<file path="src/rtl/key_sw_debouncer.sv">
`default_nettype none
// ============================================================================
//  Module   : key_sw_debouncer
//  Purpose  : Two-flop synchronizer, per-bit debounce counters, polarity
//             normalization (1 = pressed/on) and one-cycle rise/fall pulses
//             for board keys and switches.
//  Revision : 1.0  initial release
// ============================================================================
module key_sw_debouncer #(
    parameter int             N               = 12,
    parameter int             DEBOUNCE_CYCLES = 500000,
    parameter int             CNT_W           = 19,
    parameter logic [N-1:0]   INVERT_MASK     = 12'hC00
) (
    input  logic             clk,
    input  logic             reset_n,
    input  logic [N-1:0]     raw_in,
    output logic [N-1:0]     level,
    output logic [N-1:0]     rise,
    output logic [N-1:0]     fall,
    output logic             any_change
);

    // Terminal count: a mismatch seen while the counter sits here is accepted.
    localparam logic [CNT_W-1:0] c_CNT_MAX = CNT_W'(DEBOUNCE_CYCLES - 1);

    logic [N-1:0] r_sync1;
    logic [N-1:0] r_sync2;
    logic [N-1:0] r_level;
    logic [N-1:0] r_rise;
    logic [N-1:0] r_fall;
    logic         r_any;

    logic [N-1:0] w_s;      // synchronized, polarity-normalized input
    logic [N-1:0] w_diff;   // input disagrees with the accepted level
    logic [N-1:0] w_done;   // disagreement has lasted the full debounce time

    // Two-flop synchronizer; reset value makes the normalized input read 0.
    always_ff @(posedge clk or negedge reset_n) begin
        if (!reset_n) begin
            r_sync1 <= INVERT_MASK;
            r_sync2 <= INVERT_MASK;
        end else begin
            r_sync1 <= raw_in;
            r_sync2 <= r_sync1;
        end
    end

    // Normalize polarity after synchronization so the flops see raw pin levels.
    always_comb begin
        w_s    = r_sync2 ^ INVERT_MASK;
        w_diff = w_s ^ r_level;
    end

    // One independent counter per bit; no bit ever looks at another.
    generate
        for (genvar gi = 0; gi < N; gi++) begin : g_bit
            logic [CNT_W-1:0] r_cnt;

            // Count consecutive mismatching cycles; any agreement restarts it.
            always_ff @(posedge clk or negedge reset_n) begin
                if (!reset_n) begin
                    r_cnt <= '0;
                end else if (!w_diff[gi] || w_done[gi]) begin
                    r_cnt <= '0;
                end else begin
                    r_cnt <= r_cnt + CNT_W'(1);
                end
            end

            assign w_done[gi] = w_diff[gi] && (r_cnt == c_CNT_MAX);
        end
    endgenerate

    // Accept new levels and register the edge pulses in the same cycle.
    always_ff @(posedge clk or negedge reset_n) begin
        if (!reset_n) begin
            r_level <= '0;
            r_rise  <= '0;
            r_fall  <= '0;
            r_any   <= 1'b0;
        end else begin
            r_level <= r_level ^ w_done;
            r_rise  <= w_done & w_s;
            r_fall  <= w_done & ~w_s;
            r_any   <= |w_done;
        end
    end

    assign level      = r_level;
    assign rise       = r_rise;
    assign fall       = r_fall;
    assign any_change = r_any;

endmodule
`default_nettype wire

</file>
<file path="config.mk">
export PLATFORM = sky130hd
export DESIGN_NAME = key_sw_debouncer
export DESIGN_NICKNAME = d
export VERILOG_FILES = /design/src/rtl/key_sw_debouncer.sv
export SDC_FILE = /design/constraint.sdc
export NUM_CORES = 1
export LEC_CHECK = 0
export ABC_CLOCK_PERIOD_IN_PS = 6800
export BUFFER_PORTS_ARGS = -buffer_cell sky130_fd_sc_hd__buf_4
export CORE_ASPECT_RATIO = 1.1
export CORE_MARGIN = 4
export CORE_UTILIZATION = 44
export DETAILED_ROUTE_END_ITERATION = 7
export HOLD_SLACK_MARGIN = 0.15
export PLACE_DENSITY = 0.6
export SETUP_SLACK_MARGIN = 0.02
export SYNTH_ARGS = -nofsm -noshare
export SYNTH_HDL_FRONTEND = slang
export SYNTH_SLANG_ARGS = --single-unit
</file>
<file path="constraint.sdc">
create_clock -name clk -period 6.8 [get_ports clk]
set_clock_uncertainty 0.1 [all_clocks]
set_input_delay 0.34 -clock clk [delete_from_list [all_inputs] [get_ports clk]]
set_output_delay 0.34 -clock clk [all_outputs]
set_load 0.02 [all_outputs]
</file>
# ---- Word-level counts from Yosys, hierarchy flattened
# Index checks and enable logic that the tools add are counted.
dict set report classes {
  n_addsub 12
  n_eq_ne 12
  mux 12
  bitwise_logic 6
  reduce_logical 37
}
# cell count
set ops {}
lappend ops {{19-bit by 1-bit adder with 19-bit output, second input constant} 12}
lappend ops {{19-bit == test, second input constant} 12}
lappend ops {{19-bit two-way mux} 12}
lappend ops {{12-bit bitwise AND} 2}
lappend ops {{12-bit bitwise XOR} 2}
lappend ops {{1-bit logical AND} 12}
lappend ops {{1-bit logical NOT} 12}
lappend ops {{1-bit logical OR} 12}
lappend ops {{12-bit NOT} 1}
lappend ops {{12-bit OR reduction} 1}
lappend ops {{2-bit NOT} 1}
dict set report totals {
  regBits 289
  in_bits 14
  output_inout_bits 37
  elab_cells 97
}

# ---- Logic depth before layout (Yosys ltp)
# Gate-level depths: netlist of run 1.
dict set report logic_depth {
  word_depth 5
  depth_mapped 9
  depth_no_buf 6
}

# ---- Least setup slack after synthesis of run 1
# No wires, ideal clock.
dict set report synth_timing {
  kind {register to register}
  from {register g_bit[1].r_cnt[7]}
  to {register (tool-made name)}
  setup_ns 0.125
  arrival_time_ns 2.161
  t_required_ns 6.575
  slack_ns 4.413
  stages_incl_launch_ff 6
  path_buffers 1
  period_less_slack_ns 2.387
  cell_sequence {dfrtp_1 > or4b_1 > or4_1 > or3_1 > buf_6 > mux2_4}
}
# element line_no
set synth_rtl {}
lappend synth_rtl {{start: declaration} 58} ;# logic [CNT_W-1:0] r_cnt;
lappend synth_rtl {{start signal: assignment} 67} ;# r_cnt <= r_cnt + CNT_W'(1);

# ---- Final worst setup path of run 1
dict set report layout_timing {
  from {register g_bit[6].r_cnt[9]}
  to {register g_bit[6].r_cnt[3]}
}
dict set report layout_via {
  elab_chain_len 4
}
# element line_no
set layout_lines {}
lappend layout_lines {{start: declaration} 58}
lappend layout_lines {{start signal: assignment} 67}
lappend layout_lines {{19-bit == test} 71} ;# assign w_done[gi] = w_diff[gi] && (r_cnt == c_CNT_MAX);
lappend layout_lines {{1-bit logical AND} 71}
lappend layout_lines {{1-bit logical OR} 64} ;# end else if (!w_diff[gi] || w_done[gi]) begin
lappend layout_lines {{19-bit two-way mux} 64}
# No other way between the ends.

==> metrics.txt, run 1 <==
floorplan die area 32390 sq um; Cell Int Power 2.800 mW; maximum number of pins on one net before global-route repair 165; path category of the worst min-delay check flop to flop; biggest fanout along the worst timing path 17; Worst-Margin Slew 0.9712 ns; share of synthesized cell area in and, or, nand and nor gates 0.2577; routability-driven placement congestion ratio 0.7933; RSZ-0062 raised after global routing no; number of enable-type register cells in the synthesized netlist 0; FF-to-FF Start g_bit[6].r_cnt[9]; result of the run finished clean; switching part of the total power 0.2118; Data required, critical path 7.09 ns; Pleak 6.447 nW; instance count along the most critical hold path 0; hold path endpoint r_sync2[6]; final-report max-slew violation count 0; max capacitance violation total 0; destination of the worst register-to-register timing path g_bit[6].r_cnt[3]; library cells used by synthesis 44; path type of the worst setup path flop to flop; reg2reg path depth 5; number of port buffers 50; vias in the first global route 8942; switching pwr 752.4 uW; setup slack of the most critical reg-to-reg path 4.09 ns; FFs w/ async S/R, synth 1.000; xor and xnor fraction of the mapped netlist area 0.1468; post-synthesis compound-gate area fraction 0.003174; number of cells in the finished layout apart from fillers 1713; detailed placer's ending HPWL 15010 um; clock slew at reported path FFs 0.06 ns; Detailed Routing Iterations Pass 1 4; overall track demand over capacity in global routing 0.1481; adder-cell share of the synthesized area 0.01154; total placed cells including tap cells 1644; clk sinks 289; Yosys warning total 0; post-synthesis to final-layout area growth 14.59%; number of DRC markers after the initial detailed-route iteration 557; critical path launch point type flop; Max rail drop VDD 196.5 uV; sequential-to-total area share from yosys stat 0.5563; effective utilization at floorplan 0.4494; Filler Cell Count 2577; Root Buffer sky130_fd_sc_hd__clkbuf_16; post-DR wirelength/cell 13.51 um; Total Neg Setup Slack 0 ns; drc violations 0; post-CTS setup buffers 0; gr ovfl total 0; placement row count 65; worst-case headroom to the max-slew limit 0.3525; final critical path time including I/O delays and setup 2.708 ns; # IOs 51; synthesized flop and latch total 289; # H-tree levels 1; sequential cell area in the final layout 7237 sq um; total clock buffers created by CTS 31; startpoint of the lowest-slack hold path r_sync1[6]; core footprint 28950 sq um; cells after synthesis 1250; TritonCTS clock tree built; Cell Area, Synth 13010 sq um; overall die height 188.3 um; first-pass GRT wire length 41630 um; largest family of logic cells by synthesized area simple AND/OR/NAND/NOR gates; critical path capture point type flop; total power per unit cell area 238.3 nW/um^2; post-synth net total 1276; most frequent standard cell in the layout excluding fill and tap cells sky130_fd_sc_hd__dfrtp_1; overall routed net length 23140 um; sequential share of power 0.498; highest clock frequency the design can meet 0.3693 GHz; multiplexer share of the synthesized area 0.009233; CTS max path bufs 3; portion of total power attributed to the clock network 0.473; final-report hold violation count 0; share of the cycle needed by the critical path after routing 0.3983; via count 8721; main flop type after synthesis sky130_fd_sc_hd__dfrtp_1; initial antenna violation count 0; antenna viol nets, final 0; share of layout cells above drive strength 1 0.09665; data arrival time of the critical path 2.99 ns; Setup-failing EPs final 0; combinational group share of total power 0.029; average vias per placed instance 5.091; synthesized area per cell 10.41 sq um; area taken by multi-input logic gates 5574 sq um; insertion delay to the later sink of the worst-skew pair 0.55 ns; highest-count cells in the layout ignoring fill and taps sky130_fd_sc_hd__dfrtp_1 (285), sky130_fd_sc_hd__nor2_1 (270), sky130_fd_sc_hd__xor2_1 (112); antenna cell count 0; die width 172.0 um; final-stage net count 1348
[worst max-delay path by stage]
stage / start / to / slack (ns) / cells past startpoint
floorplan: g_bit[1].r_cnt[7] / flop / 4.41 / 5
global placement: g_bit[6].r_cnt[14] / g_bit[6].r_cnt[13] / 4.15 / 5
detailed placement: g_bit[6].r_cnt[14] / g_bit[6].r_cnt[18] / 4.09 / 5
CTS: g_bit[6].r_cnt[9] / g_bit[6].r_cnt[3] / 4.07 / 5
global route: g_bit[6].r_cnt[9] / g_bit[6].r_cnt[18] / 3.90 / 5
finish: g_bit[6].r_cnt[9] / g_bit[6].r_cnt[3] / 4.09 / 5
[synth_stat cells (2+ instances only)]
library cell               instances  area, sq um
sky130_fd_sc_hd__inv_1            19        71.32
sky130_fd_sc_hd__and4_1           24        210.2
sky130_fd_sc_hd__nor2_1          270         1013
sky130_fd_sc_hd__ha_1             12        150.1
sky130_fd_sc_hd__and3_2            2        15.01
sky130_fd_sc_hd__clkbuf_1         19        71.32
sky130_fd_sc_hd__dfstp_2           4        105.1
sky130_fd_sc_hd__or4_1             7        52.55
sky130_fd_sc_hd__nor3_1           36        180.2
sky130_fd_sc_hd__o21ai_0           2        10.01
sky130_fd_sc_hd__or4b_1            2        20.02
sky130_fd_sc_hd__xor2_1          112        980.9
sky130_fd_sc_hd__nor3b_1          22        165.2
sky130_fd_sc_hd__xnor2_1         106        928.4
sky130_fd_sc_hd__and3_1           31        193.9
sky130_fd_sc_hd__buf_6             4        45.04
sky130_fd_sc_hd__or3b_2            2        17.52
sky130_fd_sc_hd__dfrtp_1         285         7132
sky130_fd_sc_hd__o31ai_1           2        15.01
sky130_fd_sc_hd__and2_1            3        18.77
sky130_fd_sc_hd__nor4_1           23        143.9
sky130_fd_sc_hd__nand2b_1          6        37.54
sky130_fd_sc_hd__or2_1             2        12.51
sky130_fd_sc_hd__or3_1             4        25.02
sky130_fd_sc_hd__nand4b_1          2        17.52
sky130_fd_sc_hd__mux2_4            2        30.03
sky130_fd_sc_hd__nand4_1          49        306.5
sky130_fd_sc_hd__nand2_1          85        319.1
sky130_fd_sc_hd__nor4bb_1          5        50.05
sky130_fd_sc_hd__or4b_2            4        40.04
sky130_fd_sc_hd__or2_2             4        25.02
sky130_fd_sc_hd__nor2b_1           3        18.77
sky130_fd_sc_hd__nand2_4           2        22.52
sky130_fd_sc_hd__mux2_2            8        90.09
sky130_fd_sc_hd__nor4b_1           4        35.03
sky130_fd_sc_hd__nand3_1          75        375.4
[layout make-up]
class                           instances  area share
Clock inverter                         12    0.009232
Sequential cell                       289      0.4854
Multi-Input combinational cell        917      0.3739
Tap cell                              368     0.03089
Timing Repair Buffer                   64     0.03575
Clock buffer                           44     0.06001
Inverter                               19    0.004784
[metrics by stage]
stage | hold WS [ns] | power (mW) | setup WS (ns) | util | cell area [sq um]
global placement | 0.2340 | 1.900 | 4.146 | 0.4748 | 13750
detailed placement | 0.2370 | 1.903 | 4.090 | 0.4748 | 13750
floorplan | -0.05559 | 1.846 | 4.413 | - | 13010
finish | 0.2466 | 3.552 | 4.092 | 0.5149 | 14910
CTS | 0.2482 | 3.620 | 4.072 | 0.5149 | 14910
global route | 0.2592 | 3.711 | 3.902 | 0.5149 | 14910
[flip-flops by register name, summed over array words and instances, names as in the netlist, named ones only]
name	flops
fall	12
r_sync2	12
g_bit.r_cnt	228
r_sync1	12
any_change	1
rise	12
[power groups by stage]
stage	Combinational [mW]	Sequential [mW]	Clock, mW
2_1_floorplan	0.0514	1.79	0
3_3_place_gp	0.102	1.80	0
3_5_place_dp	0.103	1.80	0
4_1_cts	0.109	1.77	1.74
5_1_grt	0.124	1.77	1.82
6_report	0.104	1.77	1.68
[layer usage]
metal  track usage  share of wire  routed length (um)
met1        0.2047           0.47               10990
met2        0.2477           0.48               11050
met3       0.02266          0.031                 714
met4       0.03326          0.017                 393
met5             0              0                   0
[repair_timing]
item | in CTS | in global routing
hold endpoints to repair | 137 | 0
gates resized for setup | 0 | 0
hold buffers | 13 | 0
[worst max-delay path, stage by stage (launching register included)]
cell,delay (ns)
sky130_fd_sc_hd__dfrtp_1,0.43
sky130_fd_sc_hd__or4b_2,0.63
sky130_fd_sc_hd__or4_1,0.51
sky130_fd_sc_hd__or2_1,0.28
sky130_fd_sc_hd__nand2b_1,0.49
sky130_fd_sc_hd__nor2_1,0.12
[kinds of logic (layout without fill, tap and decap cells)]
| logic type | Yosys count | after routing |
|---|---|---|
| compound gates | 6 | 6 |
| xor+xnor | 218 | 218 |
| fa+ha+maj | 12 | 12 |
| buf+inv | 44 | 139 |
| flops | 289 | 289 |
| mux | 10 | 10 |
| simple gates | 671 | 671 |
Power figures use the tool's default switching activity.
==> run 2: changes to the inputs <==
ABC_CLOCK_PERIOD_IN_PS = 2500   (was 6800)
clock period = 2.5 ns   (was 6.8 ns; I/O delays follow)
==> metrics.txt, run 2 (synthesized netlist as in run 1, its figures left out) <==
result of the run finished clean; setup slack of the most critical reg-to-reg path 0.09 ns (-4.00 ns); overall routed net length 23570 um (+1.8%); placement row count 65 (unchanged); antenna viol nets, final 0 (unchanged); Data required, critical path 2.84 ns (-4.25 ns); sequential share of power 0.491 (-0.007); core footprint 28950 sq um (unchanged); initial antenna violation count 0 (unchanged); instance count along the most critical hold path 0 (unchanged); number of DRC markers after the initial detailed-route iteration 431 (-23%); vias in the first global route 8936 (-0.067%); effective utilization at floorplan 0.4494 (unchanged); average vias per placed instance 5.061 (-0.58%); share of the cycle needed by the critical path after routing 0.9631 (+0.5648); most frequent standard cell in the layout excluding fill and tap cells sky130_fd_sc_hd__dfrtp_1; overall track demand over capacity in global routing 0.1509 (+0.002743); total clock buffers created by CTS 31 (unchanged); worst-case headroom to the max-slew limit 0.5269 (+0.1743); routability-driven placement congestion ratio 0.7970 (+0.47%); die width 172.0 um (unchanged); final-report max-slew violation count 0 (unchanged); Worst-Margin Slew 0.7097 ns (-0.2615 ns); CTS max path bufs 3 (unchanged); final-stage net count 1395 (+3.5%); Overall Power 9.792 mW (+180%); hold path endpoint r_sync2[0]; detailed placer's ending HPWL 15870 um (+5.7%); maximum number of pins on one net before global-route repair 88 (-47%); number of port buffers 50 (unchanged); total power per unit cell area 636.8 nW/um^2 (+170%); overall die height 188.3 um (unchanged); portion of total power attributed to the clock network 0.474 (about the same); Max rail drop VDD 466.1 uV (+140%); post-synthesis to final-layout area growth 18.20%; Pleak 6.707 nW (+4.0%); biggest fanout along the worst timing path 5 (-12); Hold Slack 0.2468 ns (+0.0002310 ns); critical path capture point type flop; reg2reg path depth 4 (-1); cell-by-cell trace of the critical path or4b_2, or4_1, or2_4, mux2_4; critical path launch point type flop; data arrival time of the critical path 2.75 ns (-0.24 ns); floorplan die area 32390 sq um (unchanged); insertion delay to the later sink of the worst-skew pair 0.55 ns (about the same); Largest stage delay, worst path 0.66 ns (+0.03 ns); path type of the worst setup path flop to flop; combinational group share of total power 0.034 (+0.005); TritonCTS clock tree built; gr ovfl total 0 (unchanged); # H-tree levels 1 (unchanged); Cell Int Power 7.696 mW (+170%); Worst setup startpoint g_bit[2].r_cnt[6]; Setup-failing EPs final 0 (unchanged); clk sinks 289 (unchanged); FF-to-FF Start g_bit[2].r_cnt[6]; antenna cell count 0 (unchanged); Root Buffer sky130_fd_sc_hd__clkbuf_16; highest-count cells in the layout ignoring fill and taps sky130_fd_sc_hd__dfrtp_1 (285), sky130_fd_sc_hd__nor2_1 (270), sky130_fd_sc_hd__xor2_1 (112); Largest Register g_bit.r_cnt; final critical path time including I/O delays and setup 2.408 ns (-0.3004 ns); via count 8913 (+2.2%); switching pwr 2.097 mW (+180%); Detailed Routing Iterations Pass 1 4 (unchanged); RSZ-0062 raised after global routing no; max FFs per register 228 (unchanged); share of layout cells above drive strength 1 0.1192 (+0.02251); highest clock frequency the design can meet 0.4153 GHz (+12%); # IOs 51 (unchanged); startpoint of the lowest-slack hold path r_sync1[0]; drc violations 0 (unchanged); Total Neg Setup Slack 0 ns (unchanged); clock slew at reported path FFs 0.06 ns (about the same); post-DR wirelength/cell 13.38 um (-0.94%); path category of the worst min-delay check flop to flop; first-pass GRT wire length 42050 um (+0.99%); slowest cell on the critical path sky130_fd_sc_hd__or4b_2; max capacitance violation total 0 (unchanged); switching part of the total power 0.2141 (+0.002299); final-report hold violation count 0 (unchanged)
## run 2: worst max-delay path by stage
stage,endpoint,slack (ns),depth (start not counted)
after CTS,flop,0.05,4
after floorplan,flop,0.11,5
after detailed placement,flop,0.06,4
after global routing,flop,0.02,4
final,flop,0.09,4
after global placement,flop,0.08,4
## run 2: final cells by class
class,instances,area (sq um)
Timing Repair Buffer,111,980.9
Fill cell,2570,13580
Tap cell,368,460.4
Clock inverter,11,133.9
Clock buffer,46,912.1
Sequential cell,289,7237
Multi-Input combinational cell,917,5582
Inverter,19,71.32
## run 2: repair_timing
action	in CTS	in global routing
hold endpoints to repair	297	0
resized for setup	0	2
buffers inserted	0	0
hold buffers	26	0
endpoints found under the setup margin	0	17
## run 2: through the flow
step | instance area [sq um] | worst slack (ns) | std cells | util
global route | 15380 | 0.02063 | 1761 | 0.5311
global placement | 14060 | 0.07956 | 1678 | 0.4857
CTS | 15370 | 0.05073 | 1761 | 0.5309
floorplan | 13010 | 0.1135 | 1250 | -
finish | 15380 | 0.09223 | 1761 | 0.5311
detailed placement | 14060 | 0.05990 | 1678 | 0.4857
## run 2: power by group through the flow
stage	Clock, mW	Combinational [mW]	Sequential, mW
after global placement	0	0.316	4.89
after detailed placement	0	0.318	4.90
after global routing	5.00	0.392	4.82
final	4.64	0.336	4.81
after CTS	4.80	0.351	4.81
after floorplan	0	0.140	4.88
## run 2: metal layers
layer  GRT usage  share of wire
met4     0.03568          0.019
met5           0              0
met1      0.2094           0.47
met3     0.02686          0.034
met2      0.2478           0.48
## run 2: worst max-delay path, delay by kind of cell, from the launching register on
family        cells  cell delay (ns)
mux               1             0.30
flops             1             0.41
simple gates      3             1.50
==> run 3: changes to the inputs <==
CORE_UTILIZATION = 40   (was 44)
PLACE_DENSITY = 0.56   (was 0.6)
==> metrics.txt, run 3 (synthesized netlist as in run 1, its figures left out) <==
post-synthesis to final-layout area growth 19.03%; highest clock frequency the design can meet 0.4123 GHz (-0.72%); post-route worst setup slack 0.07472 ns (-0.01751 ns); result of the run finished clean; most used routing layer met2; critical path capture point type flop; gr ovfl total 0 (unchanged); # H-tree levels 1 (unchanged); biggest fanout along the worst timing path 5 (unchanged); instance count along the most critical hold path 0 (unchanged); overall die height 197.2 um (+4.7%); most frequent standard cell in the layout excluding fill and tap cells sky130_fd_sc_hd__dfrtp_1; worst-case headroom to the max-slew limit 0.5407 (+0.01389); path type of the worst setup path flop to flop; Worst setup startpoint g_bit[2].r_cnt[9]; # IOs 51 (unchanged); hold path endpoint r_sync2[4]; antenna cell count 0 (unchanged); placement row count 69 (+6.2%); critical path launch point type flop; detailed placer's ending HPWL 16140 um (+1.7%); post-DR wirelength/cell 13.42 um (+0.28%); max capacitance violation total 0 (unchanged); slowest cell on the critical path sky130_fd_sc_hd__or4b_2; final-report max-slew violation count 0 (unchanged); Largest stage delay, worst path 0.66 ns (about the same); core utilization of the finished layout 0.4809 (-0.05021); overall track demand over capacity in global routing 0.1394 (-0.01148); data arrival time of the critical path 2.76 ns (about the same); floorplan die area 35480 sq um (+9.5%); Pleak 6.719 nW (+0.17%); first-pass GRT wire length 43170 um (+2.7%); share of layout cells above drive strength 1 0.1202 (+0.001063); final-report hold violation count 0 (unchanged); Detailed Routing Iterations Pass 1 4 (unchanged); GR Util met2 0.2258 (-0.02201); routability-driven placement congestion ratio 0.8076 (+1.3%); total power per unit cell area 645.4 nW/um^2 (+1.3%); final-stage net count 1394 (-0.072%); Hold Slack 0.2466 ns (-0.0002210 ns); path category of the worst min-delay check flop to flop; Worst-Margin Slew 0.6836 ns (-0.02609 ns); Max rail drop VDD 511.3 uV (+9.7%); vias in the first global route 9022 (+0.96%); FF-to-FF Start g_bit[2].r_cnt[9]; initial antenna violation count 0 (unchanged); clk sinks 289 (unchanged); cell-by-cell trace of the critical path or4b_2, or4_4, or2_4, mux2_4; antenna viol nets, final 0 (unchanged); TritonCTS clock tree built; reg2reg path depth 4 (unchanged); Global Route met1 Usage 0.1986 (-0.01081); DP Worst Slack 0.05617 ns (-0.003730 ns); final critical path time including I/O delays and setup 2.425 ns (+0.01751 ns); number of DRC markers after the initial detailed-route iteration 479 (+11%); insertion delay to the later sink of the worst-skew pair 0.54 ns (about the same); RSZ-0062 raised after global routing no; Data required, critical path 2.83 ns (about the same); highest-count cells in the layout ignoring fill and taps sky130_fd_sc_hd__dfrtp_1 (285), sky130_fd_sc_hd__nor2_1 (270), sky130_fd_sc_hd__xor2_1 (112); effective utilization at floorplan 0.4040 (-0.04534); via count 8924 (+0.12%); setup slack of the most critical reg-to-reg path 0.07 ns (-0.02 ns); Root Buffer sky130_fd_sc_hd__clkbuf_16; Total Neg Setup Slack 0 ns (unchanged); startpoint of the lowest-slack hold path r_sync1[4]; die width 180.0 um (+4.7%); share of the cycle needed by the critical path after routing 0.9701 (+0.007004); max FFs per register 228 (unchanged); average vias per placed instance 4.917 (-2.9%); Final Cell Area 15490 sq um (+0.71%); M3 GR Usage 0.02155 (-0.005310); total clock buffers created by CTS 31 (unchanged); core footprint 32200 sq um (+11%); overall routed net length 24360 um (+3.4%); clock slew at reported path FFs 0.06 ns (about the same); Setup-failing EPs final 0 (unchanged); number of port buffers 50 (unchanged); drc violations 0 (unchanged); maximum number of pins on one net before global-route repair 88 (unchanged); CTS max path bufs 3 (unchanged); placed inst area 14090 sq um (+0.21%); Largest Register g_bit.r_cnt
## run 3: what timing repair did
item | 4_1_cts | 5_1_grt
hold buffers | 26 | 0
setup buffers | 0 | 2
gates resized for setup | 0 | 4
endpoints found under the setup margin | 0 | 43
endpoints found under the hold margin | 299 | 0
## run 3: critical path: cells and delay by family (launching register included)
kind,cells,cell delay (ns)
AND/OR/NAND/NOR,3,1.50
flip-flops,1,0.41
multiplexers,1,0.30
## run 3: stage by stage
step | instances | power, mW
floorplan | 1250 | 5.021
global placement | 1732 | 5.205
detailed placement | 1732 | 5.209
CTS | 1812 | 10.19
global route | 1815 | 10.42
finish | 1815 | 9.994
## run 3: worst max path at each step
stage	end	slack (ns)	cells after the start
detailed placement	flop	0.06	4
floorplan	flop	0.11	5
finish	flop	0.07	4
global route	flop	0.02	4
global placement	flop	0.08	4
CTS	flop	0.05	4
## run 3: power by group
| part | internal, mW | switching (mW) | leakage, nW |
|---|---|---|---|
| Clock | 3.02 | 1.83 | 0.538 |
| Combinational | 0.129 | 0.204 | 2.23 |
| Sequential | 4.75 | 0.0640 | 3.95 |
| Total | 7.90 | 2.09 | 6.72 |
## run 3: layout make-up
class / count / area (sq um)
well taps: 426 / 533.0
clock inverters: 15 / 239.0
multi-input cells: 918 / 5597
inverters: 19 / 71.32
clock buffers: 39 / 855.8
fillers: 2977 / 16720
flip-flops and latches: 289 / 7237
repair buffers: 109 / 953.4
## run 3: layer usage
metal	vias up	part of all wire
li1	4456	-
met1	4355	0.49
met2	78	0.46
met3	35	0.032
met4	0	0.018
met5	-	0
